## src/rtl/muldiv_unit.sv

```systemverilog
// rtl/muldiv_unit.sv - RV32M multiply/divide unit: single-cycle multiply, restoring iterative divide.
module muldiv_unit #(
    parameter int XLEN = 32
) (
    input  logic            clk,
    input  logic            rst,
    input  logic            start,
    input  logic [2:0]      op,
    input  logic [XLEN-1:0] A,
    input  logic [XLEN-1:0] B,
    output logic            busy,
    output logic            done,
    output logic [XLEN-1:0] R
);
    localparam int CW = $clog2(XLEN + 1);
    localparam logic [XLEN-1:0] MINV = {1'b1, {(XLEN-1){1'b0}}};

    typedef enum logic [1:0] {IDLE, MUL, DIV, DONE} state_t;

    state_t          state, state_n;
    logic            busy_n, done_n;

    logic [2:0]      op_q;
    logic [XLEN-1:0] a_q, b_q;
    logic [XLEN-1:0] quo, rem, dvs;
    logic [XLEN-1:0] spec_res;
    logic            spec_q, neg_q, neg_r;
    logic [CW-1:0]   cnt;

    // Divide special cases are decided from the raw operands at accept time.
    logic            sgn_div, b_zero, ovf, special;
    logic [XLEN-1:0] spec_val, a_abs, b_abs;

    assign sgn_div  = ~op[0];
    assign b_zero   = (B == '0);
    assign ovf      = sgn_div && (A == MINV) && (B == '1);
    assign special  = b_zero || ovf;
    assign spec_val = b_zero ? (op[1] ? A : '1) : (op[1] ? '0 : MINV);
    assign a_abs    = (sgn_div && A[XLEN-1]) ? -A : A;
    assign b_abs    = (sgn_div && B[XLEN-1]) ? -B : B;

    // Extending each operand to 2*XLEN makes one signed product cover all four multiply forms.
    logic            a_sx, b_sx;
    logic signed [2*XLEN-1:0] a_w, b_w, prod;
    logic [XLEN-1:0] mul_res;

    assign a_sx    = (op_q == 3'd1) || (op_q == 3'd2);
    assign b_sx    = (op_q == 3'd1);
    assign a_w     = {{XLEN{a_sx & a_q[XLEN-1]}}, a_q};
    assign b_w     = {{XLEN{b_sx & b_q[XLEN-1]}}, b_q};
    assign prod    = a_w * b_w;
    assign mul_res = (op_q == 3'd0) ? prod[XLEN-1:0] : prod[2*XLEN-1:XLEN];

    logic [XLEN:0]   rem_sh, diff;
    logic [XLEN-1:0] q_fin, r_fin, div_res;

    assign rem_sh  = {rem, quo[XLEN-1]};
    assign diff    = rem_sh - {1'b0, dvs};
    assign q_fin   = neg_q ? -quo : quo;
    assign r_fin   = neg_r ? -rem : rem;
    assign div_res = op_q[1] ? r_fin : q_fin;

    always_ff @(posedge clk) begin
        if (rst) begin
            state <= IDLE;
            busy  <= 1'b0;
            done  <= 1'b0;
        end else begin
            state <= state_n;
            busy  <= busy_n;
            done  <= done_n;
        end
    end

    always_comb begin
        state_n = state;
        case (state)
            IDLE:    if (start) state_n = (op[2] && !special) ? DIV : MUL;
            MUL:     state_n = DONE;
            DIV:     if (cnt == CW'(XLEN)) state_n = DONE;
            DONE:    state_n = IDLE;
            default: state_n = IDLE;
        endcase
    end

    always_comb begin
        busy_n = (state_n != IDLE);
        done_n = (state_n == DONE);
    end

    always_ff @(posedge clk) begin
        if (rst) begin
            op_q     <= '0;
            a_q      <= '0;
            b_q      <= '0;
            quo      <= '0;
            rem      <= '0;
            dvs      <= '0;
            spec_res <= '0;
            spec_q   <= 1'b0;
            neg_q    <= 1'b0;
            neg_r    <= 1'b0;
            cnt      <= '0;
            R        <= '0;
        end else begin
            case (state)
                IDLE: if (start) begin
                    op_q     <= op;
                    a_q      <= A;
                    b_q      <= B;
                    spec_q   <= op[2] && special;
                    spec_res <= spec_val;
                    quo      <= a_abs;
                    dvs      <= b_abs;
                    rem      <= '0;
                    cnt      <= '0;
                    neg_q    <= sgn_div && (A[XLEN-1] ^ B[XLEN-1]);
                    neg_r    <= sgn_div && A[XLEN-1];
                end
                MUL: R <= spec_q ? spec_res : mul_res;
                DIV: begin
                    if (cnt == CW'(XLEN)) begin
                        R <= div_res;
                    end else begin
                        if (!diff[XLEN]) begin
                            rem <= diff[XLEN-1:0];
                            quo <= {quo[XLEN-2:0], 1'b1};
                        end else begin
                            rem <= rem_sh[XLEN-1:0];
                            quo <= {quo[XLEN-2:0], 1'b0};
                        end
                        cnt <= cnt + 1'b1;
                    end
                end
                default: ;
            endcase
        end
    end
endmodule
```

## config.mk

```make
export PLATFORM = sky130hd
export DESIGN_NAME = muldiv_unit
export DESIGN_NICKNAME = d
export VERILOG_FILES = /design/src/rtl/muldiv_unit.sv
export SDC_FILE = /design/constraint.sdc
export NUM_CORES = 2
export LEC_CHECK = 0
export ABC_AREA = 0
export BUFFER_PORTS_ARGS = -buffer_cell sky130_fd_sc_hd__buf_2
export CAP_MARGIN = 25
export CORE_MARGIN = 2
export CORE_UTILIZATION = 50
export CTS_CLUSTER_DIAMETER = 50
export DETAILED_ROUTE_END_ITERATION = 10
export PLACE_DENSITY = 0.66
export SETUP_SLACK_MARGIN = 0.2
export SYNTH_ARGS = -nofsm -noshare
export SYNTH_HDL_FRONTEND = slang
export SYNTH_SLANG_ARGS = --single-unit
export TNS_END_PERCENT = 20
```

## constraint.sdc

```tcl
create_clock -name clk -period 22.3 [get_ports clk]
set_input_delay 1.115 -clock clk [delete_from_list [all_inputs] [get_ports clk]]
set_output_delay 1.115 -clock clk [all_outputs]
set_load 0.01 [all_outputs]
```

==> results.sh <==
export IMPL_port_buffers=103
export IMPL_peakVddDrop_v=0.0000556
export IMPL_grt_pass1_wl_um=250000
export IMPL_htreeDepth=1
export IMPL_placed_cell_area_um2=54100
export IMPL_start_util_pct=50.5
export IMPL_power_leakage_nw=25.0
export IMPL_die_area_um2=108000
export IMPL_fp_coreArea_um2=104000
export IMPL_track_usage_pct=30.0
export IMPL_critPathTopFamily="adder cells"
export IMPL_antenna_left=0
export IMPL_finalHoldViolations=0
export IMPL_p_per_area_nw_per_um2=48.1
export IMPL_outcome="complete, no violations"
export IMPL_met1_usage_pct=41.8
export IMPL_min_delay_path_depth=2
export IMPL_postLayoutCoreUtil_pct=53.0
export IMPL_maxCapViolations=0
export IMPL_vias=41800
export IMPL_wl_um=157000
export IMPL_cts_hold_buf=0
export IMPL_crit_required_ns=22.78
export IMPL_cp_depth=29
export IMPL_fmax_mhz=98.4
export IMPL_core_rowCount=118
export IMPL_cts_buffer_depth=3
export IMPL_netlist_cell_type_count=87
export IMPL_rsz0062_at_grt="false"
export IMPL_synth_net_count=7648
export IMPL_grt_overflow=0
export IMPL_rrSetupSlack_ns=12.14
export IMPL_period_minus_slack_ns=10.16
export IMPL_relSlewSlack_pct=27.3
export IMPL_fin_hold_ws_ns=0.451
export IMPL_stdcell_count=7458
export IMPL_path_common_cell="fa_1"
export IMPL_first_pass_iters=6
export IMPL_drc=0
export IMPL_numCtsBuffers=27
export IMPL_skew_ns=0.0358
export IMPL_use_met2_pct=47.5
export IMPL_final_area_um2=55100
export IMPL_post_cts_buffers=0
export IMPL_worst_hold_path_type="reg2reg"
export IMPL_worstMarginPinSlew_ns=1.08
export IMPL_synthCells=6198
export IMPL_setup_violations=0
export IMPL_ys_warn_count=0
export IMPL_post_cts_resized=0
export IMPL_synth_edf_count=0
export IMPL_async_flop_share_pct=0
export IMPL_cts_tree="yes"
export IMPL_critPathArrivalTime_ns=10.64
export IMPL_clk_pin_slew_ns=0.07
export IMPL_ys_ff_latch=239
export IMPL_area_growth_pct=4.82
export IMPL_crit_path_start_kind="flip-flop"
export IMPL_finalWorstSetupSlack_ns=12.14
export IMPL_clk_latency_ns=0.58
export IMPL_fin_crit_sh_pct=45.6
export IMPL_finalMaxSlewViolations=0
export IMPL_drive_gt1_share_pct=4.97
export IMPL_final_nets=7504
export IMPL_path_class="reg2reg"
export IMPL_rr_worst_depth=29
export IMPL_hpwlAfterDp_um=124000
export IMPL_cts_num_sinks=239
export IMPL_routedWlPerCell_um=21.1
export IMPL_grt_pass1_vias=43300
export IMPL_die_w_um=328
export IMPL_dp_cells=7404
export IMPL_cp_end_kind="flip-flop"
export IMPL_gp_congestion=1.01
export IMPL_finalPower_mw=2.65
export IMPL_root_buffer="clkbuf_16"
export IMPL_viasPerCell=5.61
export IMPL_syn_area_per_cell_um2=8.48
export IMPL_cp_slowest_cell="fa_1"
export IMPL_antenna_found_initial=6
export IMPL_place_ws_ns=12.23
export IMPL_setup_tns_ns=0
export IMPL_critPathMaxStageDelay_ns=0.79
export IMPL_drt_first_iter_violations=3647
export IMPL_ioPinCount=104
export IMPL_critPathBufInv=7
export IMPL_ys_flop_type="dfxtp_1"
export IMPL_fp_dieH_um=328
export IMPL_path_max_fanout=64
export IMPL_synth_area_um2=52500
export IMPL_grt_start_max_net_pins=90
export IMPL_synth_seq_area_share_pct=9.11
export IMPL_met3_usage_pct=4.79
export IMPL_grt_busiest_layer="met2"
==> placed cells by master, fill, tap and decap left out, drive strengths merged, types with 50 or more instances in the layout <==
| master | instances |
|---|---|
| o21ai | 197 |
| ha | 254 |
| xor2 | 92 |
| nand2b | 54 |
| xnor2 | 120 |
| dfxtp | 239 |
| fa | 1126 |
| buf | 192 |
| a211oi | 50 |
| nand3 | 57 |
| nor2 | 165 |
| a21oi | 272 |
| and2 | 319 |
| inv | 1236 |
| nand2 | 1166 |
==> report_power, final <==
part | switching [mW] | internal, mW | total, mW
clock | 0.208 | 0.269 | 0.477
sequential | 0.0692 | 0.473 | 0.542
combinational | 1.09 | 0.538 | 1.63
==> worst paths after layout <==
| kind | start | end |
|---|---|---|
| max | op_q[1] | R[27] |
| min | spec_res[4] | spec_res[4] |
| max reg2reg | op_q[1] | R[27] |
| min reg2reg | spec_res[4] | spec_res[4] |
==> cell type report <==
cell class | count | area (um2)
Sequential cell | 239 | 4790
Antenna cell | 3 | 7.51
Clock buffer | 36 | 729
Inverter | 1232 | 4620
Timing Repair Buffer | 192 | 1220
Clock inverter | 14 | 185
Fill cell | 9813 | 48900
Multi-Input combinational cell | 4362 | 41800
Tap cell | 1380 | 1730
==> state kept, by name, indices dropped and copies added, names as in the netlist, 2 cells and up <==
name and count:
dvs 31, a_q 32, spec_res 32, b_q 32, R 32, rem 32, state 2, quo 32
cnt 6, op_q 3
==> layer usage <==
layer / wire length [um] / share of wire [%]
met3: 13200 / 8.4
met1: 65000 / 41
met5: 13 / 0.0083
met2: 71500 / 46
met4: 7180 / 4.6
==> cells by family (layout without fill, tap and decap cells) <==
kind of cell             Yosys count  after routing  share of synthesized area, %
AND/OR/NAND/NOR                 1951           1951                          16.9
buffers and inverters           1597           1474                          11.5
adder cells (fa/ha/maj)         1380           1380                          49.0
AO/OA/AOI/OAI                    790            790                          9.45
flip-flops                       239            239                          9.11
XOR/XNOR                         212            212                          3.55
multiplexers                      29             29                         0.555
other                              0              3                             0
==> tightest hold or removal path, delay by kind of cell (launching register included) <==
kind	cells	cell delay, ns
flip-flops	1	0.31
AND/OR/NAND/NOR	1	0.05
AO/OA/AOI/OAI	1	0.05
==> cell usage after synthesis (31+ instances only) <==
cell type  instances  area [um2]
nand2b_1          54         338
and2_1           319        2000
nand3_1           57         285
inv_1           1232        4620
o31ai_1           31         233
nand2_1         1166        4380
a211oi_1          50         375
xnor2_1          119        1040
dfxtp_1          239        4780
xor2_1            92         806
nor3_1            33         165
nor2_1           165         619
clkbuf_1         345        1290
ha_1             254        3180
o21ai_0          182         911
fa_1            1126       22500
a21o_1            38         285
a21oi_1          270        1350
Power figures use the tool's default switching activity.
